**config.mk**
```make
export PLATFORM = sky130hd
export DESIGN_NAME = sprite_anim_layer
export DESIGN_NICKNAME = d
export VERILOG_FILES = /design/src/rtl/sprite_anim_layer.sv
export SDC_FILE = /design/constraint.sdc
export NUM_CORES = 1
export LEC_CHECK = 0
export ABC_AREA = 1
export CORE_MARGIN = 4
export CORE_UTILIZATION = 40
export CTS_CLUSTER_DIAMETER = 40
export CTS_CLUSTER_SIZE = 16
export DETAILED_ROUTE_END_ITERATION = 10
export GPL_ROUTABILITY_DRIVEN = 1
export PLACE_DENSITY = 0.72
export REMOVE_ABC_BUFFERS = 1
export SYNTH_ARGS = -nofsm -noshare
export SYNTH_HDL_FRONTEND = slang
export SYNTH_SLANG_ARGS = --single-unit
```
**constraint.sdc**
```tcl
create_clock -name pixel_clk -period 2.3 [get_ports pixel_clk]
set_clock_uncertainty 0.15 [all_clocks]
set_input_delay 0.46 -clock pixel_clk [delete_from_list [all_inputs] [get_ports pixel_clk]]
set_output_delay 0.46 -clock pixel_clk [all_outputs]
set_load 0.02 [all_outputs]
```
**src/rtl/sprite_anim_layer.sv**
```systemverilog
// Sprite compositing layer: N square sprites with shadowed positions, vsync-paced
// animation frames, external ROM fetch with lookahead, colour keying and priority.
module sprite_anim_layer #(
    parameter int          NUM_SPRITES = 2,
    parameter int          SZ_LOG2     = 6,
    parameter int          NUM_FRAMES  = 2,
    parameter int          FRAME_DIV   = 8,
    parameter int          ROM_LAT     = 1,
    parameter logic [23:0] KEY_COLOR   = 24'hFFFFCC,
    localparam int         FB          = (NUM_FRAMES > 1) ? $clog2(NUM_FRAMES) : 1,
    localparam int         AW          = FB + 2 * SZ_LOG2
) (
    input  logic                        pixel_clk,
    input  logic                        rst_n,
    input  logic [9:0]                  x_pos,
    input  logic [8:0]                  y_pos,
    input  logic                        frame_start,
    input  logic                        run,
    input  logic [NUM_SPRITES-1:0]      anim_en,
    input  logic [10*NUM_SPRITES-1:0]   spr_x,
    input  logic [9*NUM_SPRITES-1:0]    spr_y,
    output logic [AW*NUM_SPRITES-1:0]   rom_addr,
    input  logic [24*NUM_SPRITES-1:0]   rom_data,
    output logic [23:0]                 rgb,
    output logic                        hit,
    output logic [2:0]                  hit_id
);

    localparam int LEAD = ROM_LAT + 2;
    localparam int DW   = (FRAME_DIV > 1) ? $clog2(FRAME_DIV) : 1;
    localparam int SZ   = 1 << SZ_LOG2;

    logic [NUM_SPRITES-1:0][9:0]    r_sx;
    logic [NUM_SPRITES-1:0][8:0]    r_sy;
    logic [NUM_SPRITES-1:0]         r_aen;
    logic [NUM_SPRITES-1:0][FB-1:0] r_frame;
    logic [DW-1:0]                  r_div;
    logic [AW*NUM_SPRITES-1:0]      r_rom_addr;
    logic [ROM_LAT:0][NUM_SPRITES-1:0] r_inbox;
    logic [23:0]                    r_rgb;
    logic                           r_hit;
    logic [2:0]                     r_hit_id;

    logic [10:0]                    w_px;
    logic [10:0]                    w_py;
    logic                           w_div_wrap;
    logic [NUM_SPRITES-1:0]         w_inbox;
    logic [AW*NUM_SPRITES-1:0]      w_addr;
    logic                           w_any;
    logic [2:0]                     w_id;
    logic [23:0]                    w_rgb;

    // Lookahead is 11 bits wide so it never wraps back onto the left edge.
    assign w_px       = {1'b0, x_pos} + 11'(LEAD);
    assign w_py       = {2'b0, y_pos};
    assign w_div_wrap = (r_div == DW'(FRAME_DIV - 1));

    for (genvar g = 0; g < NUM_SPRITES; g++) begin : g_spr
        logic [10:0] w_sx;
        logic [10:0] w_sy;
        logic [10:0] w_dx;
        logic [10:0] w_dy;
        assign w_sx = {1'b0, r_sx[g]};
        assign w_sy = {2'b0, r_sy[g]};
        assign w_dx = w_px - w_sx;
        assign w_dy = w_py - w_sy;
        assign w_inbox[g] = (w_px >= w_sx) && (w_px < w_sx + 11'(SZ)) &&
                            (w_py >= w_sy) && (w_py < w_sy + 11'(SZ));
        assign w_addr[g*AW +: AW] = {r_frame[g], w_dy[SZ_LOG2-1:0], w_dx[SZ_LOG2-1:0]};
    end

    // Shadow capture and animation stepping; stepping uses the previously captured enables.
    always_ff @(posedge pixel_clk or negedge rst_n) begin
        if (!rst_n) begin
            r_sx    <= {NUM_SPRITES{10'h3FF}};
            r_sy    <= {NUM_SPRITES{9'h1FF}};
            r_aen   <= '0;
            r_frame <= '0;
            r_div   <= '0;
        end else if (frame_start) begin
            r_div <= w_div_wrap ? '0 : r_div + DW'(1);
            for (int i = 0; i < NUM_SPRITES; i++) begin
                if (w_div_wrap && r_aen[i]) begin
                    r_frame[i] <= (r_frame[i] == FB'(NUM_FRAMES - 1)) ? '0 : r_frame[i] + FB'(1);
                end
                r_sx[i] <= spr_x[10*i +: 10];
                r_sy[i] <= spr_y[9*i +: 9];
            end
            r_aen <= anim_en;
        end
    end

    always_ff @(posedge pixel_clk or negedge rst_n) begin
        if (!rst_n) begin
            r_rom_addr <= '0;
            r_inbox    <= '0;
        end else begin
            r_rom_addr <= w_addr;
            r_inbox[0] <= w_inbox;
            for (int k = 1; k <= ROM_LAT; k++) begin
                r_inbox[k] <= r_inbox[k-1];
            end
        end
    end

    // Descending scan so the lowest-index opaque sprite overrides the rest.
    always_comb begin
        w_any = 1'b0;
        w_id  = 3'd0;
        w_rgb = 24'd0;
        for (int i = NUM_SPRITES - 1; i >= 0; i--) begin
            if (r_inbox[ROM_LAT][i] && (rom_data[24*i +: 24] != KEY_COLOR)) begin
                w_any = 1'b1;
                w_id  = 3'(i);
                w_rgb = rom_data[24*i +: 24];
            end
        end
    end

    always_ff @(posedge pixel_clk or negedge rst_n) begin
        if (!rst_n) begin
            r_rgb    <= '0;
            r_hit    <= 1'b0;
            r_hit_id <= '0;
        end else if (w_any && !run) begin
            r_rgb    <= w_rgb;
            r_hit    <= 1'b1;
            r_hit_id <= w_id;
        end else begin
            r_rgb    <= '0;
            r_hit    <= 1'b0;
            r_hit_id <= '0;
        end
    end

    assign rom_addr = r_rom_addr;
    assign rgb      = r_rgb;
    assign hit      = r_hit;
    assign hit_id   = r_hit_id;

endmodule

```
# [Word level (Yosys, flattened, before mapping)]
# Cells that the tools add are included.
[word_totals] ff_bits=103 input_bits=111
[op_classes] n_addsub=12 eq_ne=3 reduce_logical=14 mux=12 magnitude_cmp=8
[op_table] cell="24-bit 2-to-1 mux" count=3
[op_table] cell="24-bit != test (second input constant)" count=2
[op_table] cell="6-bit subtractor" count=4
[op_table] cell="10-bit by 7-bit adder with 11-bit output (second input constant)" count=2
[op_table] cell="11-bit by 10-bit greater-or-equal comparator with 1-bit output" count=2
[op_table] cell="11-bit < comparator" count=2
[op_table] cell="9-bit by 7-bit adder with 10-bit output (second input constant)" count=2
[op_table] cell="9-bit by 10-bit < comparator with 1-bit output" count=2
[op_table] cell="9-bit greater-or-equal comparator" count=2
[op_table] cell="10-bit by 2-bit adder with 11-bit output (second input constant)" count=1
[op_table] cell="1-bit logical AND" count=11
[op_table] cell="3-bit 2-to-1 mux" count=3
[op_table] cell="1-bit 2-to-1 mux" count=6
[op_table] cell="2-bit AND reduction" count=2
[op_table] cell="3-bit by 1-bit adder with 3-bit output (second input constant)" count=1
[op_table] cell="3-bit == test (second input constant)" count=1
[op_table] cell="1-bit adder (second input constant)" count=2
[op_table] cell="1-bit logical NOT" count=1

# [Depth between registers and ports, before layout]
# Gate-level depths: netlist (run 1).
[logic_depth] depth_word=6 depth_mapped=20 ltp_nobuf=20

# [Worst setup path after synthesis (run 1)]
# Ideal clock, no wire load.
[synth_path] path_kind="in2reg" startpoint="input port x_pos[0]" endpoint="register r_inbox[0] in the netlist's numbering" n_path_buf=0 stages=20 required_ns=2.029 setup_slack_ns=-0.107 t_arrival_ns=2.136 cell_sequence="inv_1 -> ha_1 -> inv_1 -> nand3_1 -> nor2_1 -> nand2_1 -> nor2_1 -> xnor2_1 -> inv_1 -> ha_1 -> nand2_1 -> inv_1 -> nand2_1 -> nand2_1 -> nor2_1 -> nand2_1 -> nor2_1 -> nand2_1 -> nand3_1 -> nor2_1"
[synth_via] elab_chain_len=5
[synth_lines] element="start: declaration" line="15" rtl="input logic [9:0] x_pos,"
[synth_lines] element="10-bit by 2-bit adder with 11-bit output *" line="54" rtl="assign w_px = {1'b0, x_pos} + 11'(LEAD);"
[synth_lines] element="11-bit by 10-bit greater-or-equal comparator with 1-bit output / 11-bit < comparator (equally long branches)" line="67" rtl="assign w_inbox[g] = (w_px >= w_sx) && (w_px < w_sx + 11'(SZ)) &&"
[synth_lines] element="1-bit logical AND * (2 in series)" line="67"
[synth_lines] element="1-bit logical AND *" line="68" rtl="(w_py >= w_sy) && (w_py < w_sy + 11'(SZ));"
[synth_lines] element="net w_inbox[0]" line="47" rtl="logic [NUM_SPRITES-1:0] w_inbox;"
[synth_lines] element="end signal: indexed assignment" line="101" rtl="r_inbox[k] <= r_inbox[k-1];"
[synth_lines] element="end: declaration" line="39" rtl="logic [ROM_LAT:0][NUM_SPRITES-1:0] r_inbox;"
# The timed path passes the listed nets; every way through them passes the cells marked *.
# A chain may end at the register's enable or synchronous reset.

# [Worst setup path after layout (run 1)]
# Ends and elaborated chain as after synthesis.

==> results of run 1 <==
-- cell type report --
type                    instances  area share (%)
clock buffers                   9           2.563
clock inverters                 7           1.125
inverters                      84           3.645
multi-input cells             496           36.26
flip-flops and latches        101           29.30
well taps                     184           2.620
repair buffers                223           24.49
-- power by group --
| part | switching (W) | internal (W) |
|---|---|---|
| sequential | 0.000117 | 0.00211 |
| clock | 0.000699 | 0.000962 |
| combinational | 0.00109 | 0.00106 |
-- cell usage in the layout, fill, tap and decap left out, types with 16 or more instances in the layout --
cell type,instances
nand2_1,175
o21ai_0,44
dfstp_2,38
nor2_1,46
clkdlybuf4s50_1,152
inv_1,76
a21oi_1,27
dfrtp_1,63
nand3_1,31
xnor2_1,16
buf_4,53
ha_1,50
nand4_1,26
-- metrics by stage --
step                utilization (%)  std cells  worst slack (ns)  TNS [ns]  area (sq um)
floorplan                         -        681           -0.1072   -0.2080          5839
global placement              56.19       1083           -0.7001    -5.690          8167
detailed placement            56.19       1083           -0.7751    -6.565          8167
CTS                           58.94       1103           0.01442         0          8566
global route                  60.47       1104          -0.07821   -0.1496          8788
finish                        60.47       1104           0.03021         0          8788
-- registers in the layout, indices dropped and copies added (netlist names) --
register and count:
r_div 3, g_spr.w_sx 20, r_inbox 4, hit_id 1
r_frame 2, rgb 24, hit 1, rom_addr 26
g_spr.w_sy 18, r_aen 2
-- worst max-delay path: stages --
cell	delay, ns
buf_8	0.10
buf_6	0.11
o21a_1	0.19
nand4_1	0.13
buf_4	0.14
nor2_2	0.03
xor2_1	0.14
buf_4	0.17
ha_1	0.31
nand2_2	0.07
nor2_4	0.13
nand3_2	0.10
nor2_2	0.11
nor2_2	0.05
nand3_1	0.07
nor2_1	0.04
-- worst min-delay path by stage --
stage,slack [ns],cells after the start,start,to
after CTS,0.21,0,r_inbox[0]$_DFF_PN0_,r_inbox[2]$_DFF_PN0_
after detailed placement,0.20,0,r_inbox[0]$_DFF_PN0_,r_inbox[2]$_DFF_PN0_
final,0.22,0,r_inbox[0]$_DFF_PN0_,r_inbox[2]$_DFF_PN0_
after global routing,0.22,0,r_inbox[0]$_DFF_PN0_,r_inbox[2]$_DFF_PN0_
after global placement,0.20,0,r_inbox[0]$_DFF_PN0_,r_inbox[2]$_DFF_PN0_
after floorplan,0.01,0,rst_n,hit$_DFF_PN0_
-- per-layer routing --
| metal | up-vias | GRT usage, % | share of wire, % |
|---|---|---|---|
| li1 | 2694 | - | - |
| met1 | 2395 | 22.43 | 43 |
| met4 | 0 | 7.885 | 2.8 |
| met5 | - | 0 | 0 |
| met2 | 181 | 31.57 | 49 |
| met3 | 33 | 2.579 | 5.7 |
-- repair_timing --
| item | CTS | global route |
|---|---|---|
| endpoints found under the setup margin | 7 | 2 |
| pin swaps | 14 | 26 |
| buffers inserted | 3 | 2 |
| resized for setup | 27 | 42 |
| hold buffers | 1 | 0 |
| endpoints found under the hold margin | 21 | 0 |
| cloned | 0 | 0 |
-- cell families (layout without fill, tap and decap cells) --
logic type      count (synthesis)  after routing
xor+xnor                       32             32
simple gates                  302            302
buf+inv                       103            323
flops                         101            101
fa+ha+maj                      65             65
mux                             8              8
compound gates                 87             87
other cells                     1              2
==> out/metrics.yaml, run 1 <==
run_status:
  status: "finished clean"
global_routing:
  grt_pass1_wl_mm: 24.27
  antenna_found_initial: 0
  grt_overflow: 0
  grt_pass1_vias: 5279
  grt_max_degree: 81
  grt.total_usage_pct: 18.13
detailed_routing:
  drtIter0Drc: 278
  ant_nets: 0
  drcViolationCount: 0
  avgRoutedWirePerCell_um: 14.32
  drt_pass1_iterations: 5
  vias_per_cell: 4.803
  via_count: 5303
  routed_wl_mm: 15.81
placement:
  gp_congestion: 0.8577
  place.port_buffers: 162
  hpwl_mm: 12.09
cts:
  cts_max_level: 3
  clk_pin_slew_worst_paths_ns: 0.07
  cts_root_buffer: "clkbuf_16"
  cts_tree: "built"
  ctsLongestPathBuffers: 2
  worstSkewPairLatency_ns: 0.35
  clock-sinks: 101
  cts_buffers: 9
synthesis:
  synth_mux_area_share_pct: 1.515
  synth_top_cell_by_area: "dfrtp_1"
  ys_seq_area_share_pct: 43.29
  synthArstFlopShare_pct: 100.0
  ys_seq_elements: 101
  synth-edff-count: 0
  synth_top_area_share_pct: 26.50
  syn-instance-count: 699
  synthTopCellsByCount: "nand2_1, inv_1, dfrtp_1"
  synth_warnings: 0
  synthSimpleGateAreaFrac_pct: 21.31
  ys.flop_type: "dfrtp_1"
  synthDistinctLibCells: 28
  synth_fa_ha_area_share_pct: 14.18
  synth_xor_area_share_pct: 4.712
  synth.area.top_cells: "dfrtp_1, dfstp_2, ha_1"
  synth.most_common_cell: "nand2_1"
  avgSynthCellArea_sq_um: 8.510
  synth_compound_area_share_pct: 7.741
  syn_area_sq_mm: 0.005948
  synth_top_family_by_area: "simple AND/OR/NAND/NOR gates"
worst_setup_path:
  cp.required_ns: 2.39
  r2r_start: "g_spr[0].w_sy[6]$_DFFE_PN1P_"
  cp-start-kind: "input port"
  crit_arrival_ns: 2.36
  r2r_end: "r_inbox[0]$_DFF_PN0_"
  crit_type: "input port to flop"
  reg2reg_depth: 9
  regToRegSetupSlack_ns: 0.19
  endpoint: "r_inbox[0]$_DFF_PN0_"
  cp-startpoint: "x_pos[0]"
  endpoint_kind: "flop"
  critPathMaxFanout: 4
final_layout:
  fin_nets: 1091
  n_fill_cell: 1284
  regArea_sq_mm: 0.002575
  diodes: 0
  drive_gt1_share_pct: 18.80
  area_delta_synth_final_pct: 47.75
  multiInputGateArea_sq_mm: 0.003187
timing:
  period_share_pct: 98.69
  setup-violations-final: 0
  relSlewSlack_pct: 43.17
  period_needed_ns: 2.270
  tightest_slew_ns: 0.8515
  hold_viol_final: 0
  rsz0062_at_grt: "true"
  timing.hold.ws_ns: 0.2152
  fmax_mhz: 440.6
  drv_slew: 0
die:
  rows: 44
  die_area_sq_mm: 0.01689
  initial_core_util_pct: 40.93
  fp.coreArea_sq_mm: 0.01453
  die_y_um: 129.9
  io_pins: 165
  die_x_um: 129.9
pwr:
  finalPower_w: 0.006041
  max-vdd-ir-drop_mv: 0.3864
  leakage_nw: 4.128
  powerDensity_mw_per_mm2: 687.3
hold_path:
  worstHoldPathType: "flop to flop"
flow_run:
  drv_cap: 0
No activity file was read; power rests on OpenSTA's default activity.
==> run 2, diff against run 1 <==
--- a/config.mk
+++ b/config.mk
@@ -7,12 +7,12 @@
 export LEC_CHECK = 0
 export ABC_AREA = 1
 export CORE_MARGIN = 4
-export CORE_UTILIZATION = 40
+export CORE_UTILIZATION = 38
 export CTS_CLUSTER_DIAMETER = 40
 export CTS_CLUSTER_SIZE = 16
 export DETAILED_ROUTE_END_ITERATION = 10
 export GPL_ROUTABILITY_DRIVEN = 1
-export PLACE_DENSITY = 0.72
+export PLACE_DENSITY = 0.69
 export REMOVE_ABC_BUFFERS = 1
 export SYNTH_ARGS = -nofsm -noshare
 export SYNTH_HDL_FRONTEND = slang
==> out/metrics.yaml, run 2 (synthesis gave the netlist of run 1 again) <==
detailed_routing:
  drt_pass1_iterations: 5  # unchanged
  avgRoutedWirePerCell_um: 13.68  # -4.5%
  drtIter0Drc: 227  # -18%
  drcViolationCount: 0  # unchanged
  via_count: 5276  # -0.51%
  vias_per_cell: 4.620  # -3.8%
  routed_wl_mm: 15.62  # -1.2%
  ant_nets: 0  # unchanged
die:
  io_pins: 165  # unchanged
  die_x_um: 133.1  # +2.4%
  initial_core_util_pct: 38.98  # -1.9 points
  fp.coreArea_sq_mm: 0.01526  # +5.0%
  die_y_um: 133.1  # +2.4%
  rows: 45  # +2.3%
  die_area_sq_mm: 0.01772  # +4.9%
placement:
  gp_congestion: 0.9192  # +7.2%
  placed_area_sq_mm: 0.008245  # +0.97%
  place.port_buffers: 162  # unchanged
  hpwl_mm: 12.01  # -0.65%
timing:
  rsz0062_at_grt: "true"
  fmax_mhz: 451.4  # +2.5%
  relSlewSlack_pct: 62.98  # +20 points
  drv_slew: 0  # unchanged
  period_needed_ns: 2.215  # -0.05438 ns
  period_share_pct: 96.32  # -2.4 points
  setup-violations-final: 0  # unchanged
  tightest_slew_ns: 0.5553  # -0.2961 ns
  timing.hold.ws_ns: -0.0006973  # -0.2159 ns
  hold_viol_final: 1  # +1
worst_setup_path:
  reg2reg_depth: 9  # unchanged
  cp.required_ns: 2.43  # +0.04 ns
  endpoint_kind: "flop"
  cp-start-kind: "input port"
  r2r_start: "g_spr[0].w_sy[6]$_DFFE_PN1P_"
  critPathMaxFanout: 4  # unchanged
  crit_type: "input port to flop"
  regToRegSetupSlack_ns: 0.24  # +0.05 ns
  cp-startpoint: "x_pos[0]"
  crit_arrival_ns: 2.34  # -0.02 ns
global_routing:
  grt.total_usage_pct: 17.36  # -0.77 points
  grt-busiest-layer: "met2"
  grt_pass1_wl_mm: 24.87  # +2.4%
  antenna_found_initial: 0  # unchanged
  grt_overflow: 0  # unchanged
  use_met3_pct: 3.134  # +0.56 points
  met2_usage_pct: 28.53  # -3.0 points
  grt_max_degree: 102  # +26%
  grt.met1_usage_pct: 22.48  # +0.055 points
  grt_pass1_vias: 5184  # -1.8%
cts:
  ctsLongestPathBuffers: 2  # unchanged
  cts_tree: "built"
  clk_pin_slew_worst_paths_ns: 0.07  # about the same
  cts_max_level: 3  # unchanged
  worstSkewPairLatency_ns: 0.35  # about the same
  cts_root_buffer: "clkbuf_16"
  cts_buffers: 9  # unchanged
  clock-sinks: 101  # unchanged
run_status:
  status: "complete, but fails checks"
  violations: "negative hold slack"
pwr:
  max-vdd-ir-drop_mv: 0.3394  # -12%
  powerDensity_mw_per_mm2: 676.9  # -1.5%
  leakage_nw: 4.171  # +1.0%
final_layout:
  fin_area_sq_mm: 0.008856  # +0.77%
  largest_reg_flops: 26  # unchanged
  mostFrequentLayoutCell: "nand2_1"
  drive_gt1_share_pct: 19.66  # +0.85 points
  diodes: 0  # unchanged
  fin_nets: 1102  # +1.0%
  area_delta_synth_final_pct: 48.89
  most-common-layout-cells: "nand2_1, clkdlybuf4s50_1, inv_1"
flow_run:
  drv_cap: 0  # unchanged
hold_path:
  worstHoldPathType: "input port to async pin"
run 2: worst paths after layout:
check | to
worst min-delay path | rgb[10]$_DFF_PN0_
max in group asynchronous | g_spr[1].w_sx[9]$_DFFE_PN1P_
worst min register to register | r_inbox[3]$_DFF_PN0_
worst max register to register | r_inbox[0]$_DFF_PN0_
min in group pixel_clk | r_inbox[3]$_DFF_PN0_
worst max-delay path | r_inbox[0]$_DFF_PN0_
run 2: layout make-up:
type	count	area [sq um]
multi-input combinational	496	3192
clock buffer	9	225.2
inverter	84	320.3
tap	211	264.0
sequential	101	2575
fill	1334	6402
clock inverter	7	90.09
timing repair buffer	234	2190
run 2: critical path, cell delays in order:
cell and delay (ns):
buf_8 0.10, buf_4 0.13, o21a_1 0.18, nand4_1 0.12
nor2_1 0.08, xor2_1 0.14, buf_4 0.17, ha_4 0.27
nand2_1 0.06, nor3_2 0.20, nand3_1 0.12, nand2_1 0.07
nor2_1 0.04, nand2_1 0.05, nand3_1 0.06, nor2_1 0.08
run 2: stage by stage:
step	setup TNS (ns)	total power [W]	utilization (%)	setup WS (ns)	instances
after floorplan	-0.2080	0.003262	-	-0.1072	681
after global placement	-6.877	0.004283	54.04	-0.7275	1121
after detailed placement	-7.412	0.004314	54.04	-0.7867	1121
after CTS	0	0.005977	56.48	0.000006661	1142
after global routing	-0.09038	0.006386	58.04	-0.06135	1142
final	0	0.005995	58.04	0.08459	1142
run 2: layer usage:
layer / vias to the layer above / routed length [um]
met1: 2346 / 6858
met3: 35 / 1028
met4: 0 / 534
li1: 2708 / -
met5: - / 0
met2: 187 / 7200
run 2: timing repair:
action,CTS,global route
setup buffers,5,0
gates resized for setup,25,46
hold buffers,0,0
pin swaps,16,26
endpoints found under the setup margin,7,4
run 2: power breakdown:
part / total [W] / switching, W / internal (W)
clock: 0.00162 / 0.000742 / 0.000874
combinational: 0.00214 / 0.00107 / 0.00107
sequential: 0.00224 / 0.000127 / 0.00211
==> variant (config.mk and constraints of run 2) <==
Register the output `rom_addr` once more, without a reset; this adds one clock of latency there. The other outputs are not delayed to match.
--- a/src/rtl/sprite_anim_layer.sv
+++ b/src/rtl/sprite_anim_layer.sv
@@ -134,5 +134,7 @@
     end
 
-    assign rom_addr = r_rom_addr;
+    always_ff @(posedge pixel_clk) begin
+        rom_addr <= r_rom_addr;
+    end
     assign rgb      = r_rgb;
     assign hit      = r_hit;
Behaviour: not the same (Yosys sat finds a counterexample within 4 cycles, from zero or initial values and one cycle with rst_n low).
==> variant against run 2 <==
Maximum frequency rose by 2.5%; synthesized area up 8.8%; count of clock-buffer cells in the layout is 8 higher; die area is 8.2% higher; sequential cell count rose by 26; critical path depth stayed put; sequential power rose by 28%; worst setup slack better by 0.055 ns; synthesized cell count up 3.7%; wire length increased by 1.4%; cell area up 6.4%; power increased by 24%; sequential share of layout area grew 3.8 points.
==> variant: results (changes against run 2) <==
Logic synthesis
  – Largest cells by area after synthesis: dfrtp_1, dfstp_2, ha_1
  – Ys async rst share: 79.5% (-20 points)
  – Seq/Total Area, Yosys: 47.9% (+4.6 points)
  – Synth unique cells: 29 (+3.6%)

CTS
  – Clk_lat worst skew: 0.41 ns (+0.06 ns)
  – TritonCTS Buffers: 17 (+8)
  – CTS H-tree lvls: 4 (+1)

Hold path
  – Worst Hold Class: flip-flop to flip-flop

Detailed routing
  – Routed WL: 15800 um (+1.4%)
  – Routed wl met3: 1010 um (-1.8%)
  – Met2 WL: 7410 um (+2.8%)
  – M1 WL: 7180 um (+4.7%)
  – DRT iter0 DRCs: 228 (+0.44%)

Global routing
  – Met1 Track Usage GR: 21.8% (-0.70 points)
  – Largest net degree at the start of global routing: 81 (-21%)
  – Gr usage total: 16.7% (-0.64 points)
  – Vias in the first global route: 5320 (+2.6%)
  – First-pass GRT wire length: 26100 um (+4.9%)
  – GR Util met2: 27.5% (-1.0 points)

Final layout
  – Final nets: 1121 (+1.7%)
  – Share of cells above drive strength 1: 18.4% (-1.3 points)
  – Fillers: 1480 (+11%)

Place
  – Final HPWL from detailed placement: 12400 um (+2.9%)
  – Worst slack, placed: -0.852 ns (-0.0648 ns)
  – RD Place Congestion: 0.875 (-4.8%)

Critical path
  – Slowest stage cell, crit path: clkdlybuf4s50_1
  – Data arrival, critical path: 2.31 ns (-0.03 ns)
  – Delay of the slowest critical-path stage: 0.48 ns (+0.21 ns)

Power and ir drop
  – Leakage: 4.43 nW (+6.2%)
  – Peak VDD IR: 494 uV (+45%)

STA
  – Slew HR: 45.9% (-17 points)

Status
  – Status: completed
-- variant: cells by family after synthesis --
family          count (synthesis)  synth area share (%)
xor+xnor                       32                  4.33
simple gates                  302                  19.6
compound gates                 87                  7.12
flops                         127                  47.9
buf+inv                       103                  6.61
other cells                     1                0.0580
fa+ha+maj                      65                  13.0
mux                             8                  1.39
-- variant: cell type report --
class	count	share of cell area [%]
Multi-Input combinational cell	496	32.9
Timing Repair Buffer	219	22.1
Clock inverter	15	1.34
Clock buffer	17	4.52
Tap cell	220	2.92
Inverter	84	3.35
Sequential cell	127	32.9
-- variant: where the power goes --
group          switching, W  leakage (nW)  internal, W  total, W
combinational       0.00106          2.74      0.00102   0.00207
sequential         0.000147          1.42      0.00271   0.00286
clock               0.00108         0.270      0.00141   0.00249
total               0.00228          4.43      0.00514   0.00742
-- variant: worst max-delay path: cells and delay by family --
kind,cells,cell delay [ns]
xor gates and xnor gates,1,0.13
buffers and inverters,3,0.64
adders and majority gates,1,0.25
and+or+nand+nor,11,0.83
-- variant: final timing paths --
check                            startpoint  slack, ns               end  depth (start not counted)
max                                x_pos[8]       0.14        r_inbox[1]                         16
min                          r_rom_addr[22]       0.18      rom_addr[22]                          0
max reg2reg                g_spr[0].w_sx[6]       0.25        r_inbox[0]                          9
min reg2reg                  r_rom_addr[22]       0.18      rom_addr[22]                          0
max in group asynchronous             rst_n       0.95  g_spr[1].w_sx[6]                          3
min in group asynchronous             rst_n       0.39           rgb[10]                          2
-- variant: what timing repair did --
action	in CTS	in global routing
pin swaps	10	16
hold buffers	1	0
gates resized for setup	20	31
buffers inserted	3	0
endpoints found under the hold margin	20	0
setup endpoints to repair	4	2
-- variant: stage by stage --
stage,instance area (um2),std cells
floorplan,6360,707
global placement,8680,1142
detailed placement,8680,1142
CTS,9310,1178
global route,9420,1178
finish,9420,1178
